## src/rtl/vga_sync_decoder_if.sv

```systemverilog
// VGA receive-side bundle: timing/RGB from the generator (master) into the
// decoder (slave), plus the decoded pixel stream and status back out.
// With VGA_DEC_STATS_EN defined the bundle also carries frame_cnt/err_cnt.
interface vga_sync_decoder_if;
  logic        pix_ce;
  logic        hsync;
  logic        vsync;
  logic [3:0]  red;
  logic [3:0]  green;
  logic [3:0]  blue;
  logic        locked;
  logic        pix_valid;
  logic [9:0]  pix_x;
  logic [9:0]  pix_y;
  logic [11:0] pix_rgb;
  logic        frame_start;
  logic        sync_err;
`ifdef VGA_DEC_STATS_EN
  logic [15:0] frame_cnt;
  logic [7:0]  err_cnt;

  modport master (
    output pix_ce, hsync, vsync, red, green, blue,
    input  locked, pix_valid, pix_x, pix_y, pix_rgb, frame_start, sync_err,
    input  frame_cnt, err_cnt
  );

  modport slave (
    input  pix_ce, hsync, vsync, red, green, blue,
    output locked, pix_valid, pix_x, pix_y, pix_rgb, frame_start, sync_err,
    output frame_cnt, err_cnt
  );
`else
  modport master (
    output pix_ce, hsync, vsync, red, green, blue,
    input  locked, pix_valid, pix_x, pix_y, pix_rgb, frame_start, sync_err
  );

  modport slave (
    input  pix_ce, hsync, vsync, red, green, blue,
    output locked, pix_valid, pix_x, pix_y, pix_rgb, frame_start, sync_err
  );
`endif
endinterface

```

## src/rtl/vga_sync_decoder.sv

```systemverilog
// VGA sync decoder: re-times hsync/vsync/RGB, recovers the generator's
// horizontal/vertical counters from the sync falling edges, checks line and
// frame timing, declares lock after LOCK_FRAMES clean frames and then emits
// the active-area pixels with their coordinates.
// Optional macro VGA_DEC_STATS_EN adds frame_cnt (wrapping) and err_cnt
// (saturating) statistics outputs.
module vga_sync_decoder #(
  parameter int HPIXELS      = 800,
  parameter int VLINES       = 525,
  parameter int H_SYNC_START = 17,
  parameter int V_SYNC_START = 11,
  parameter int HBP          = 160,
  parameter int VBP          = 45,
  parameter int LOCK_FRAMES  = 2
) (
  input  logic               clk,
  input  logic               clr,
  vga_sync_decoder_if.slave  vif
);

  typedef enum logic [1:0] {
    SEARCH  = 2'd0,
    ACQUIRE = 2'd1,
    LOCKED  = 2'd2
  } state_t;

  localparam logic [9:0] H_LAST = 10'(HPIXELS - 1);
  localparam logic [9:0] V_LAST = 10'(VLINES - 1);
  localparam logic [9:0] H_SS   = 10'(H_SYNC_START);
  localparam logic [9:0] V_SS   = 10'(V_SYNC_START);
  localparam logic [9:0] HBP_V  = 10'(HBP);
  localparam logic [9:0] VBP_V  = 10'(VBP);
  // Line timeout: two nominal lines without an hsync fall.
  localparam int TO_LIMIT = 2 * HPIXELS;
  localparam int TO_W     = $clog2(TO_LIMIT);
  localparam int GOOD_W   = $clog2(LOCK_FRAMES + 1);
  localparam logic [TO_W-1:0]   TO_LAST  = TO_W'(TO_LIMIT - 1);
  localparam logic [GOOD_W-1:0] GOOD_TGT = GOOD_W'(LOCK_FRAMES);

  // Counter advance with wrap at the last position.
  function automatic logic [9:0] wrap_inc(input logic [9:0] val, input logic [9:0] last);
    return (val == last) ? 10'd0 : val + 10'd1;
  endfunction

  // ---- stage 1/2: input re-timing ----
  logic        vld_p1, vld_p2;
  logic        hs_p1, hs_p2;
  logic        vs_p1, vs_p2;
  logic [11:0] rgb_p1, rgb_p2;

  // Control side of the re-timing pipe: enable cleared, syncs idle high.
  always_ff @(posedge clk) begin
    if (clr) begin
      vld_p1 <= 1'b0;
      vld_p2 <= 1'b0;
      hs_p1  <= 1'b1;
      hs_p2  <= 1'b1;
      vs_p1  <= 1'b1;
      vs_p2  <= 1'b1;
    end else begin
      vld_p1 <= vif.pix_ce;
      vld_p2 <= vld_p1;
      hs_p1  <= vif.hsync;
      hs_p2  <= hs_p1;
      vs_p1  <= vif.vsync;
      vs_p2  <= vs_p1;
    end
  end

  // Pixel data rides alongside the syncs; it needs no reset.
  always_ff @(posedge clk) begin
    rgb_p1 <= {vif.red, vif.green, vif.blue};
    rgb_p2 <= rgb_p1;
  end

  // ---- stage 3: decode state and registered outputs ----
  state_t            state_q, state_d;
  logic [9:0]        h_q, h_d;
  logic [9:0]        v_q, v_d;
  logic [GOOD_W-1:0] good_q, good_d;
  logic [TO_W-1:0]   to_q, to_d;
  logic              seen_q, seen_d;
  logic              hs_prev_q, hs_prev_d;
  logic              vs_prev_q, vs_prev_d;
  logic              locked_q, locked_d;
  logic              pix_valid_q, pix_valid_d;
  logic [9:0]        pix_x_q, pix_x_d;
  logic [9:0]        pix_y_q, pix_y_d;
  logic [11:0]       pix_rgb_q, pix_rgb_d;
  logic              frame_start_q, frame_start_d;
  logic              sync_err_q, sync_err_d;

  logic       hs_fall, vs_fall;
  logic [9:0] h_free, v_free;
  logic       h_bad, v_bad, to_hit, viol;

  // Free-running position for this tick and the timing checks against it.
  assign hs_fall = hs_prev_q & ~hs_p2;
  assign vs_fall = vs_prev_q & ~vs_p2;
  assign h_free  = wrap_inc(h_q, H_LAST);
  assign v_free  = (h_free == 10'd0) ? wrap_inc(v_q, V_LAST) : v_q;
  assign h_bad   = hs_fall && (h_free != H_SS);
  assign v_bad   = vs_fall && ((h_free != 10'd0) || (v_free != V_SS));
  assign to_hit  = !hs_fall && (to_q == TO_LAST);
  assign viol    = (state_q != SEARCH) && (h_bad || v_bad || to_hit);

  // Next-state / output decode, evaluated only on re-timed pixel ticks.
  always_comb begin
    state_d       = state_q;
    h_d           = h_q;
    v_d           = v_q;
    good_d        = good_q;
    to_d          = to_q;
    seen_d        = seen_q;
    hs_prev_d     = hs_prev_q;
    vs_prev_d     = vs_prev_q;
    pix_valid_d   = 1'b0;
    frame_start_d = 1'b0;
    sync_err_d    = 1'b0;
    pix_x_d       = pix_x_q;
    pix_y_d       = pix_y_q;
    pix_rgb_d     = pix_rgb_q;

    if (vld_p2) begin
      hs_prev_d = hs_p2;
      vs_prev_d = vs_p2;
      // A sync fall always re-anchors its counter; in tracking states that
      // only changes anything when the fall was already flagged as bad.
      h_d = hs_fall ? H_SS : h_free;
      v_d = vs_fall ? V_SS : (hs_fall ? v_q : v_free);

      case (state_q)
        SEARCH: begin
          to_d = '0;
          if (hs_fall) seen_d = 1'b1;
          if (vs_fall && (seen_q || hs_fall)) begin
            state_d = ACQUIRE;
            good_d  = '0;
          end
        end
        default: begin
          to_d = hs_fall ? '0 : to_q + 1'b1;
          if (viol) begin
            state_d    = SEARCH;
            good_d     = '0;
            seen_d     = hs_fall;
            sync_err_d = 1'b1;
          end else if (state_q == ACQUIRE) begin
            if (vs_fall) begin
              good_d = good_q + 1'b1;
              if (good_q + 1'b1 == GOOD_TGT) state_d = LOCKED;
            end
          end else begin
            if (h_d >= HBP_V && v_d >= VBP_V) begin
              pix_valid_d = 1'b1;
              pix_x_d     = h_d - HBP_V;
              pix_y_d     = v_d - VBP_V;
              pix_rgb_d   = rgb_p2;
            end
            if (h_d == 10'd0 && v_d == 10'd0) frame_start_d = 1'b1;
          end
        end
      endcase
    end

    locked_d = (state_d == LOCKED);
  end

  // Decode register bank; clr returns everything to the idle search state.
  always_ff @(posedge clk) begin
    if (clr) begin
      state_q       <= SEARCH;
      h_q           <= '0;
      v_q           <= '0;
      good_q        <= '0;
      to_q          <= '0;
      seen_q        <= 1'b0;
      hs_prev_q     <= 1'b1;
      vs_prev_q     <= 1'b1;
      locked_q      <= 1'b0;
      pix_valid_q   <= 1'b0;
      pix_x_q       <= '0;
      pix_y_q       <= '0;
      pix_rgb_q     <= '0;
      frame_start_q <= 1'b0;
      sync_err_q    <= 1'b0;
    end else begin
      state_q       <= state_d;
      h_q           <= h_d;
      v_q           <= v_d;
      good_q        <= good_d;
      to_q          <= to_d;
      seen_q        <= seen_d;
      hs_prev_q     <= hs_prev_d;
      vs_prev_q     <= vs_prev_d;
      locked_q      <= locked_d;
      pix_valid_q   <= pix_valid_d;
      pix_x_q       <= pix_x_d;
      pix_y_q       <= pix_y_d;
      pix_rgb_q     <= pix_rgb_d;
      frame_start_q <= frame_start_d;
      sync_err_q    <= sync_err_d;
    end
  end

  assign vif.locked      = locked_q;
  assign vif.pix_valid   = pix_valid_q;
  assign vif.pix_x       = pix_x_q;
  assign vif.pix_y       = pix_y_q;
  assign vif.pix_rgb     = pix_rgb_q;
  assign vif.frame_start = frame_start_q;
  assign vif.sync_err    = sync_err_q;

`ifdef VGA_DEC_STATS_EN
  // Error count holds at full scale instead of wrapping.
  function automatic logic [7:0] sat_inc8(input logic [7:0] val);
    return (val == 8'hff) ? val : val + 8'd1;
  endfunction

  logic [15:0] frame_cnt_q;
  logic [7:0]  err_cnt_q;

  // Statistics advance together with the strobes they count.
  always_ff @(posedge clk) begin
    if (clr) begin
      frame_cnt_q <= '0;
      err_cnt_q   <= '0;
    end else begin
      if (frame_start_d) frame_cnt_q <= frame_cnt_q + 16'd1;
      if (sync_err_d)    err_cnt_q   <= sat_inc8(err_cnt_q);
    end
  end

  assign vif.frame_cnt = frame_cnt_q;
  assign vif.err_cnt   = err_cnt_q;
`endif

endmodule
```

## src/flat_wrapper.sv

```systemverilog
// flat-port wrapper written by rule: the top's interface ports become plain ports
module vga_sync_decoder_flat 
#(
  parameter int HPIXELS      = 800,
  parameter int VLINES       = 525,
  parameter int H_SYNC_START = 17,
  parameter int V_SYNC_START = 11,
  parameter int HBP          = 160,
  parameter int VBP          = 45,
  parameter int LOCK_FRAMES  = 2
)
  (clk, clr, vif_pix_ce, vif_hsync, vif_vsync, vif_red, vif_green, vif_blue, vif_locked, vif_pix_valid, vif_pix_x, vif_pix_y, vif_pix_rgb, vif_frame_start, vif_sync_err);
  vga_sync_decoder_if vif_i ();
  input  logic clk;
  input  logic clr;
  input wire logic [$bits(vif_i.pix_ce)-1:0] vif_pix_ce;
  input wire logic [$bits(vif_i.hsync)-1:0] vif_hsync;
  input wire logic [$bits(vif_i.vsync)-1:0] vif_vsync;
  input wire logic [$bits(vif_i.red)-1:0] vif_red;
  input wire logic [$bits(vif_i.green)-1:0] vif_green;
  input wire logic [$bits(vif_i.blue)-1:0] vif_blue;
  output wire logic [$bits(vif_i.locked)-1:0] vif_locked;
  output wire logic [$bits(vif_i.pix_valid)-1:0] vif_pix_valid;
  output wire logic [$bits(vif_i.pix_x)-1:0] vif_pix_x;
  output wire logic [$bits(vif_i.pix_y)-1:0] vif_pix_y;
  output wire logic [$bits(vif_i.pix_rgb)-1:0] vif_pix_rgb;
  output wire logic [$bits(vif_i.frame_start)-1:0] vif_frame_start;
  output wire logic [$bits(vif_i.sync_err)-1:0] vif_sync_err;
  assign vif_i.pix_ce = vif_pix_ce;
  assign vif_i.hsync = vif_hsync;
  assign vif_i.vsync = vif_vsync;
  assign vif_i.red = vif_red;
  assign vif_i.green = vif_green;
  assign vif_i.blue = vif_blue;
  assign vif_locked = vif_i.locked;
  assign vif_pix_valid = vif_i.pix_valid;
  assign vif_pix_x = vif_i.pix_x;
  assign vif_pix_y = vif_i.pix_y;
  assign vif_pix_rgb = vif_i.pix_rgb;
  assign vif_frame_start = vif_i.frame_start;
  assign vif_sync_err = vif_i.sync_err;
  vga_sync_decoder #(.HPIXELS(HPIXELS), .VLINES(VLINES), .H_SYNC_START(H_SYNC_START), .V_SYNC_START(V_SYNC_START), .HBP(HBP), .VBP(VBP), .LOCK_FRAMES(LOCK_FRAMES)) u_core (.clk(clk), .clr(clr), .vif(vif_i));
endmodule
```

## config.mk

```make
export PLATFORM = sky130hd
export DESIGN_NAME = vga_sync_decoder_flat
export DESIGN_NICKNAME = d
export VERILOG_FILES = /design/src/rtl/vga_sync_decoder_if.sv /design/src/rtl/vga_sync_decoder.sv /design/src/flat_wrapper.sv
export SDC_FILE = /design/constraint.sdc
export NUM_CORES = 1
export LEC_CHECK = 0
export BUFFER_PORTS_ARGS = -buffer_cell sky130_fd_sc_hd__buf_2
export CORE_MARGIN = 2
export CORE_UTILIZATION = 55
export CTS_CLUSTER_SIZE = 30
export DETAILED_ROUTE_END_ITERATION = 10
export PLACE_DENSITY = 0.75
export SLEW_MARGIN = 20
export SYNTH_ARGS = -nofsm -noshare
export SYNTH_HDL_FRONTEND = slang
export SYNTH_SLANG_ARGS = --single-unit
export TNS_END_PERCENT = 100
```

## constraint.sdc

```tcl
create_clock -name clk -period 4.5 [get_ports clk]
set_clock_uncertainty 0.15 [all_clocks]
set_input_delay 0.225 -clock clk [delete_from_list [all_inputs] [get_ports clk]]
set_output_delay 0.225 -clock clk [all_outputs]
set_load 0.005 [all_outputs]
```

==> impl_metrics.py, run 1 <==
metrics = {
    "clock_network": {
        "cts.sinks": 104,
        "clockBufferDepth": 2,
        "root_buffer": "clkbuf_8",
        "htree_num_levels": 3,
        "clock_latency_ns": 0.38,
        "cts_made_buffers": 9,
        "post-cts-setup-buffer-count": 0,
        "cts_tree": "done",
        "clk_pin_slew_worst_paths_ns": 0.12,
    },
    "synth": {
        "synthCells": 542,
        "synthesis.nets": 569,
        "syn_avg_cell_area_um2": 9.012,
        "async_flop_share_pct": 0,
        "synth_compound_area_share_pct": 14.68,
        "synth_adder_area_share_pct": 2.561,
        "synthMuxAreaShare_pct": 6.557,
        "yosys.area_share.simple_pct": 23.90,
        "synth_area_um2": 4885,
        "synth_top_family_by_area": "simple AND/OR/NAND/NOR gates",
        "ys_seq_area_share_pct": 42.62,
        "synth-edff-count": 0,
        "synth_warnings": 0,
        "synth_cell_types": 66,
        "synth-seq-cells": 104,
        "ys.flop_type": "dfxtp_1",
        "synth_xor_xnor_area_share_pct": 5.379,
    },
    "drt": {
        "first_iter_violations": 360,
        "num_vias": 4124,
        "first_pass_iters": 6,
        "drc_errors": 0,
        "vias_per_cell": 5.808,
        "ant_nets": 0,
        "wl_per_cell_um": 16.21,
        "finalWirelength_um": 11510,
    },
    "power_and_ir_drop": {
        "powerDensity_nw_per_um2": 290.5,
        "power.leakage_uw": 0.002286,
        "power_uw": 1619,
        "ir_worst_vdd_mv": 0.2739,
    },
    "floorplan": {
        "initial_core_util_pct": 56.29,
        "rows": 34,
        "io-pin-count": 53,
        "fp.coreArea_um2": 8678,
        "dieArea_um2": 9651,
        "die_height_um": 98.24,
        "die_w_um": 98.24,
    },
    "finish": {
        "nets": 624,
        "fillCellCount": 750,
        "multi_input_area_um2": 2597,
        "layout-drive-gt1-share_pct": 17.61,
        "seq_area_um2": 2082,
        "utilization_pct": 64.23,
        "area.growth.synth_to_final_pct": 14.11,
        "final_area_um2": 5574,
        "antenna_cells": 0,
    },
    "setup_path": {
        "worstPathRequired_ns": 4.66,
        "r2r_cells": 14,
        "start_kind": "register",
        "slowest_stage": "dfxtp_1",
        "cp_cell_sequence": "nand3_4, or3_4, a31oi_4, nand4b_4, nor3_1, a211oi_2, ha_1, nor2b_1, a211oi_2, o21ai_2, a21o_1, buf_12, or3_1, a21oi_1",
        "critPathArrivalTime_ns": 4.47,
        "endpoint_kind": "register",
        "timing.critical_path.mode_cell": "a211oi_2",
        "crit_type": "reg -> reg",
        "crit_path_max_fanout": 35,
        "slowest_delay_ns": 0.69,
    },
    "placed_design": {
        "port_buffers": 52,
        "dp_slack_ns": 0.2244,
        "dp_hpwl_um": 7618,
        "gp_congestion": 0.9290,
        "place_area_um2": 5210,
    },
    "timing": {
        "drv_slew": 0,
        "setup_tns_ns": 0,
        "fmax_mhz": 231.7,
        "timing.slew.headroom_pct": 49.92,
        "setup_viol": 0,
        "worstMarginPinSlew_ns": 0.7512,
        "period_needed_ns": 4.317,
        "timing.final.ws_setup_ns": 0.1832,
        "hold_violations": 0,
        "period_share_pct": 95.93,
    },
    "grt": {
        "grt_pass1_wl_um": 19540,
        "grt_start_max_net_pins": 72,
        "antenna_found_initial": 0,
        "overflow": 0,
        "grt_pass1_vias": 4073,
        "grt.total_usage_pct": 24.62,
    },
    "worst_hold_path": {
        "hp-class": "reg -> reg",
        "hold_depth": 0,
    },
    "outcome": {
        "status": "finished, final reports clean",
    },
    "job": {
        "drv_cap": 0,
    },
}
-- area by class of cell --
type,instances,share of cell area (%)
Inverter,12,0.8081
Tap cell,108,2.424
Timing Repair Buffer,78,9.068
Clock inverter,7,1.526
Multi-Input combinational cell,392,46.60
Sequential cell,104,37.35
Clock buffer,9,2.222
-- critical path, delay by kind of cell, from the launching register on --
kind | cells | cell delay [ns]
flip-flops | 1 | 0.69
AND/OR/NAND/NOR | 6 | 1.79
adder cells (fa/ha/maj) | 1 | 0.27
buffers and inverters | 1 | 0.18
AO/OA/AOI/OAI | 6 | 1.16
-- cell families after synthesis --
| logic type | count (synthesis) |
|---|---|
| AO/OA/AOI/OAI | 101 |
| XOR/XNOR | 30 |
| adder cells (fa/ha/maj) | 10 |
| buffers and inverters | 46 |
| flip-flops | 104 |
| multiplexers | 32 |
| AND/OR/NAND/NOR | 219 |
-- layout by cell type (no fill, tap or decap), types with 10 or more instances in the layout --
cell type      Yosys  routed
dfxtp_1          104     104
nor2_1            82      82
buf_2              3      52
mux2i_1           32      32
nand2_1           28      28
a21oi_1           25      25
o21ai_0           20      20
xnor2_1           19      19
dlygate4sd3_1      0      15
nand3_1           14      14
nor2b_1           14      14
nor3_1            13      13
xor2_1            11      11
nand4_1           10      10
inv_1             10      10
ha_1              10      10
buf_4              5      10
-- routing by layer --
layer	wire length, um	track usage [%]	vias up
met5	0	0	-
met1	5050	32.15	1942
met4	176	7.060	0
li1	-	-	2020
met3	741	7.158	23
met2	5538	39.94	139
-- timing repair --
item,in CTS,in global routing
gates resized for setup,0,1
hold endpoints to repair,15,0
hold buffers,15,0
setup endpoints to repair,0,31
-- where the power goes --
group / total [uW] / switching [uW] / leakage (uW) / internal, uW
combinational: 81.1 / 46.8 / 0.00134 / 34.4
clock: 591 / 369 / 0.000100 / 222
sequential: 947 / 9.62 / 0.000849 / 937
-- final timing paths --
| kind | end | slack, ns | startpoint |
|---|---|---|---|
| max | u_core.vif.pix_x[2] | 0.18 | u_core.h_q[2] |
| max reg2reg | u_core.vif.pix_x[2] | 0.18 | u_core.h_q[2] |
| min reg2reg | u_core.rgb_p2[7] | 0.18 | u_core.rgb_p1[7] |
| min | u_core.rgb_p2[7] | 0.18 | u_core.rgb_p1[7] |
-- stage by stage --
stage          hold slack, ns  instances
2_1_floorplan          0.1027        542
3_3_place_gp           0.1615        679
3_5_place_dp           0.1643        679
4_1_cts                0.1880        710
5_1_grt                0.1948        710
6_report               0.1848        710
-- flip-flops by register name, indices dropped and copies added, names as in the netlist, 2 cells and up --
name,flops
u_core.rgb_p1,12
u_core.rgb_p2,12
u_core.vif.pix_rgb,12
u_core.to_q,11
u_core.h_q,10
u_core.v_q,10
u_core.vif.pix_x,10
u_core.vif.pix_y,10
u_core.good_q,2
u_core.state_q,2
-- synthesized netlist by cell type (all sizes together), types with 2 or more instances --
cell	number	area share [%]
dfxtp	104	43
nor2	82	6.3
mux2i	32	6.6
nand2	28	2.2
a21oi	27	3.1
clkbuf	22	1.7
o21ai	21	2.2
xnor2	19	3.4
a211oi	15	2.8
nand3	15	1.8
nor2b	14	1.8
nor3	14	1.5
buf	12	1.7
inv	11	0.85
xor2	11	2.0
ha	10	2.6
nand4	10	1.3
and3	8	1.0
a31oi	6	1.1
nand2b	6	0.77
or2	6	0.77
or3	6	0.87
and2	5	0.64
a311oi	4	0.72
nand3b	4	0.61
nor4	4	0.51
nor4b	4	1.0
or4	4	0.61
and4	3	0.54
o21a	3	0.46
o31ai	3	0.46
a211o	2	0.36
a21o	2	0.31
a32oi	2	0.36
nor3b	2	0.41
o211ai	2	0.31
o21bai	2	0.31
o311a	2	0.41
or4b	2	0.56
Power figures use the tool's default switching activity.
==> inputs of run 2 (changes only) <==
--- a/config.mk
+++ b/config.mk
@@ -7,10 +7,10 @@
 export LEC_CHECK = 0
 export BUFFER_PORTS_ARGS = -buffer_cell sky130_fd_sc_hd__buf_2
 export CORE_MARGIN = 2
-export CORE_UTILIZATION = 55
+export CORE_UTILIZATION = 53
 export CTS_CLUSTER_SIZE = 30
 export DETAILED_ROUTE_END_ITERATION = 10
-export PLACE_DENSITY = 0.75
+export PLACE_DENSITY = 0.76
 export SLEW_MARGIN = 20
 export SYNTH_ARGS = -nofsm -noshare
 export SYNTH_HDL_FRONTEND = slang
==> constraint.sdc (replaced) <==
create_clock -name clk -period 3.7 [get_ports clk]
set_clock_uncertainty 0.15 [all_clocks]
set_input_delay 0.185 -clock clk [delete_from_list [all_inputs] [get_ports clk]]
set_output_delay 0.185 -clock clk [all_outputs]
set_load 0.005 [all_outputs]
==> run 2 against run 1 <==
Effect of this change: worst hold slack better by 0.0025 ns; via count rose by 9.2%; final area increased by 12%; critical endpoint unchanged.
==> impl_metrics.py, run 2 (synthesis gave the netlist of run 1 again) <==
metrics = {
    "timing": {
        "timing.slew.headroom_pct": 44.48,
        "period_share_pct": 98.04,
        "setup_viol": 0,
        "rsz0062_at_grt": "true",
        "drv_slew": 0,
        "hold_violations": 0,
        "timing.final.ws_setup_ns": 0.07243,
        "fmax_mhz": 275.7,
        "worstMarginPinSlew_ns": 0.8317,
        "period_needed_ns": 3.628,
    },
    "outcome": {
        "status": "finished, final reports clean",
    },
    "setup_path": {
        "crit_type": "reg -> reg",
        "endpoint_kind": "register",
        "start_kind": "register",
        "cp_cell_sequence": "buf_6, nor4b_4, nand3_1, a21bo_2, nand4b_4, o311a_4, ha_4, nor2b_4, a211oi_2, o21ai_2, a21o_4, buf_12, or3_4, a21oi_2",
        "slowest_stage": "o311a_4",
        "crit_path_max_fanout": 8,
        "critPathArrivalTime_ns": 3.79,
        "slowest_delay_ns": 0.40,
        "worstPathRequired_ns": 3.86,
    },
    "finish": {
        "final_cell_mix": "dfxtp_1, nor2_1, buf_2",
        "final_common_cell": "dfxtp_1",
        "area.growth.synth_to_final_pct": 27.38,
        "final_cells": 759,
        "antenna_cells": 0,
        "layout-drive-gt1-share_pct": 27.93,
        "nets": 670,
    },
    "power_and_ir_drop": {
        "power_frac_clock_pct": 37.4,
        "switching_share_pct": 27.78,
        "power.leakage_uw": 0.002608,
        "power.switching_uw": 565.2,
        "combPwrFrac_pct": 6.0,
        "ir_worst_vdd_mv": 0.3287,
        "p_int_uw": 1469,
        "powerDensity_nw_per_um2": 327.0,
        "pwr-share-seq_pct": 56.6,
    },
    "placed_design": {
        "dp_slack_ns": -0.03543,
        "gp_congestion": 0.8848,
        "dp_hpwl_um": 8112,
        "port_buffers": 52,
        "dp_cells": 713,
    },
    "worst_hold_path": {
        "hp-class": "reg -> reg",
    },
    "drt": {
        "finalWirelength_um": 13320,
        "drc_errors": 0,
        "vias_per_cell": 5.931,
        "ant_nets": 0,
        "first_iter_violations": 305,
        "num_vias": 4502,
        "wl_per_cell_um": 17.54,
        "first_pass_iters": 6,
    },
    "clock_network": {
        "clockBufferDepth": 2,
        "cts.sinks": 104,
        "cts_made_buffers": 9,
        "cts_tree": "done",
        "clk_pin_slew_worst_paths_ns": 0.13,
        "root_buffer": "clkbuf_8",
        "htree_num_levels": 3,
        "clock_latency_ns": 0.38,
    },
    "grt": {
        "grt_pass1_wl_um": 19910,
        "grt.total_usage_pct": 24.94,
        "overflow": 0,
        "antenna_found_initial": 0,
        "grt_start_max_net_pins": 72,
        "grt_pass1_vias": 4149,
    },
    "floorplan": {
        "io-pin-count": 53,
        "die_w_um": 100,
        "dieArea_um2": 10000,
        "fp.coreArea_um2": 9109,
        "die_height_um": 100,
        "rows": 35,
        "initial_core_util_pct": 53.63,
    },
    "job": {
        "drv_cap": 0,
    },
}
## run 2: timing repair
item                                    CTS  global route
cloned                                    0             4
pin swaps                                 2            21
endpoints found under the hold margin    15             0
resized for setup                         9            36
setup buffers                             0            11
endpoints found under the setup margin   10            34
hold buffers                             15             0
## run 2: routing by layer
layer	up-vias	GRT usage (%)	share of wire, %	routed length (um)
met3	37	5.780	5.6	744
met5	-	0	0	0
met1	2154	31.13	43	5722
li1	2111	-	-	-
met2	200	41.63	48	6446
met4	0	10.33	3.0	402
## run 2: final timing paths
| kind | startpoint | slack (ns) | depth (start not counted) | endpoint |
|---|---|---|---|---|
| max | u_core.h_q[6] | 0.07 | 14 | u_core.vif.pix_x[2] |
| min | u_core.rgb_p1[5] | 0.19 | 0 | u_core.rgb_p2[5] |
| max reg2reg | u_core.h_q[6] | 0.07 | 14 | u_core.vif.pix_x[2] |
| min reg2reg | u_core.rgb_p1[5] | 0.19 | 0 | u_core.rgb_p2[5] |
## run 2: final cells by class
class,count,area (um^2)
Fill cell,686,2887
Clock buffer,9,123.9
Clock inverter,7,91.34
Multi-Input combinational cell,392,2788
Timing Repair Buffer,124,944.7
Inverter,12,45.04
Sequential cell,104,2091
Tap cell,111,138.9
## run 2: metrics by stage
stage | TNS (ns) | utilization (%) | hold slack (ns) | area (um^2) | power [uW]
after detailed placement | -0.03543 | 60.05 | 0.1388 | 5470 | 1268
after global placement | 0 | 60.05 | 0.1376 | 5470 | 1266
final | 0 | 68.31 | 0.1873 | 6222 | 2035
after floorplan | 0 | - | 0.06272 | 4897 | 1232
after global routing | -0.3735 | 68.31 | 0.1991 | 6222 | 2102
after CTS | 0 | 64.44 | 0.1943 | 5869 | 2023
## run 2: power by group through the flow
stage / clock, uW / sequential [uW] / combinational (uW)
floorplan: 0 / 1170 / 59.8
global placement: 0 / 1170 / 90.9
detailed placement: 0 / 1180 / 91.5
CTS: 766 / 1150 / 106
global route: 818 / 1150 / 129
finish: 761 / 1150 / 122
## run 2: worst max-delay path, delay by kind of cell (launching register included)
| kind | cells | cell delay, ns |
|---|---|---|
| compound gates | 6 | 1.33 |
| simple gates | 5 | 1.24 |
| buf+inv | 2 | 0.27 |
| fa+ha+maj | 1 | 0.18 |
| flops | 1 | 0.37 |
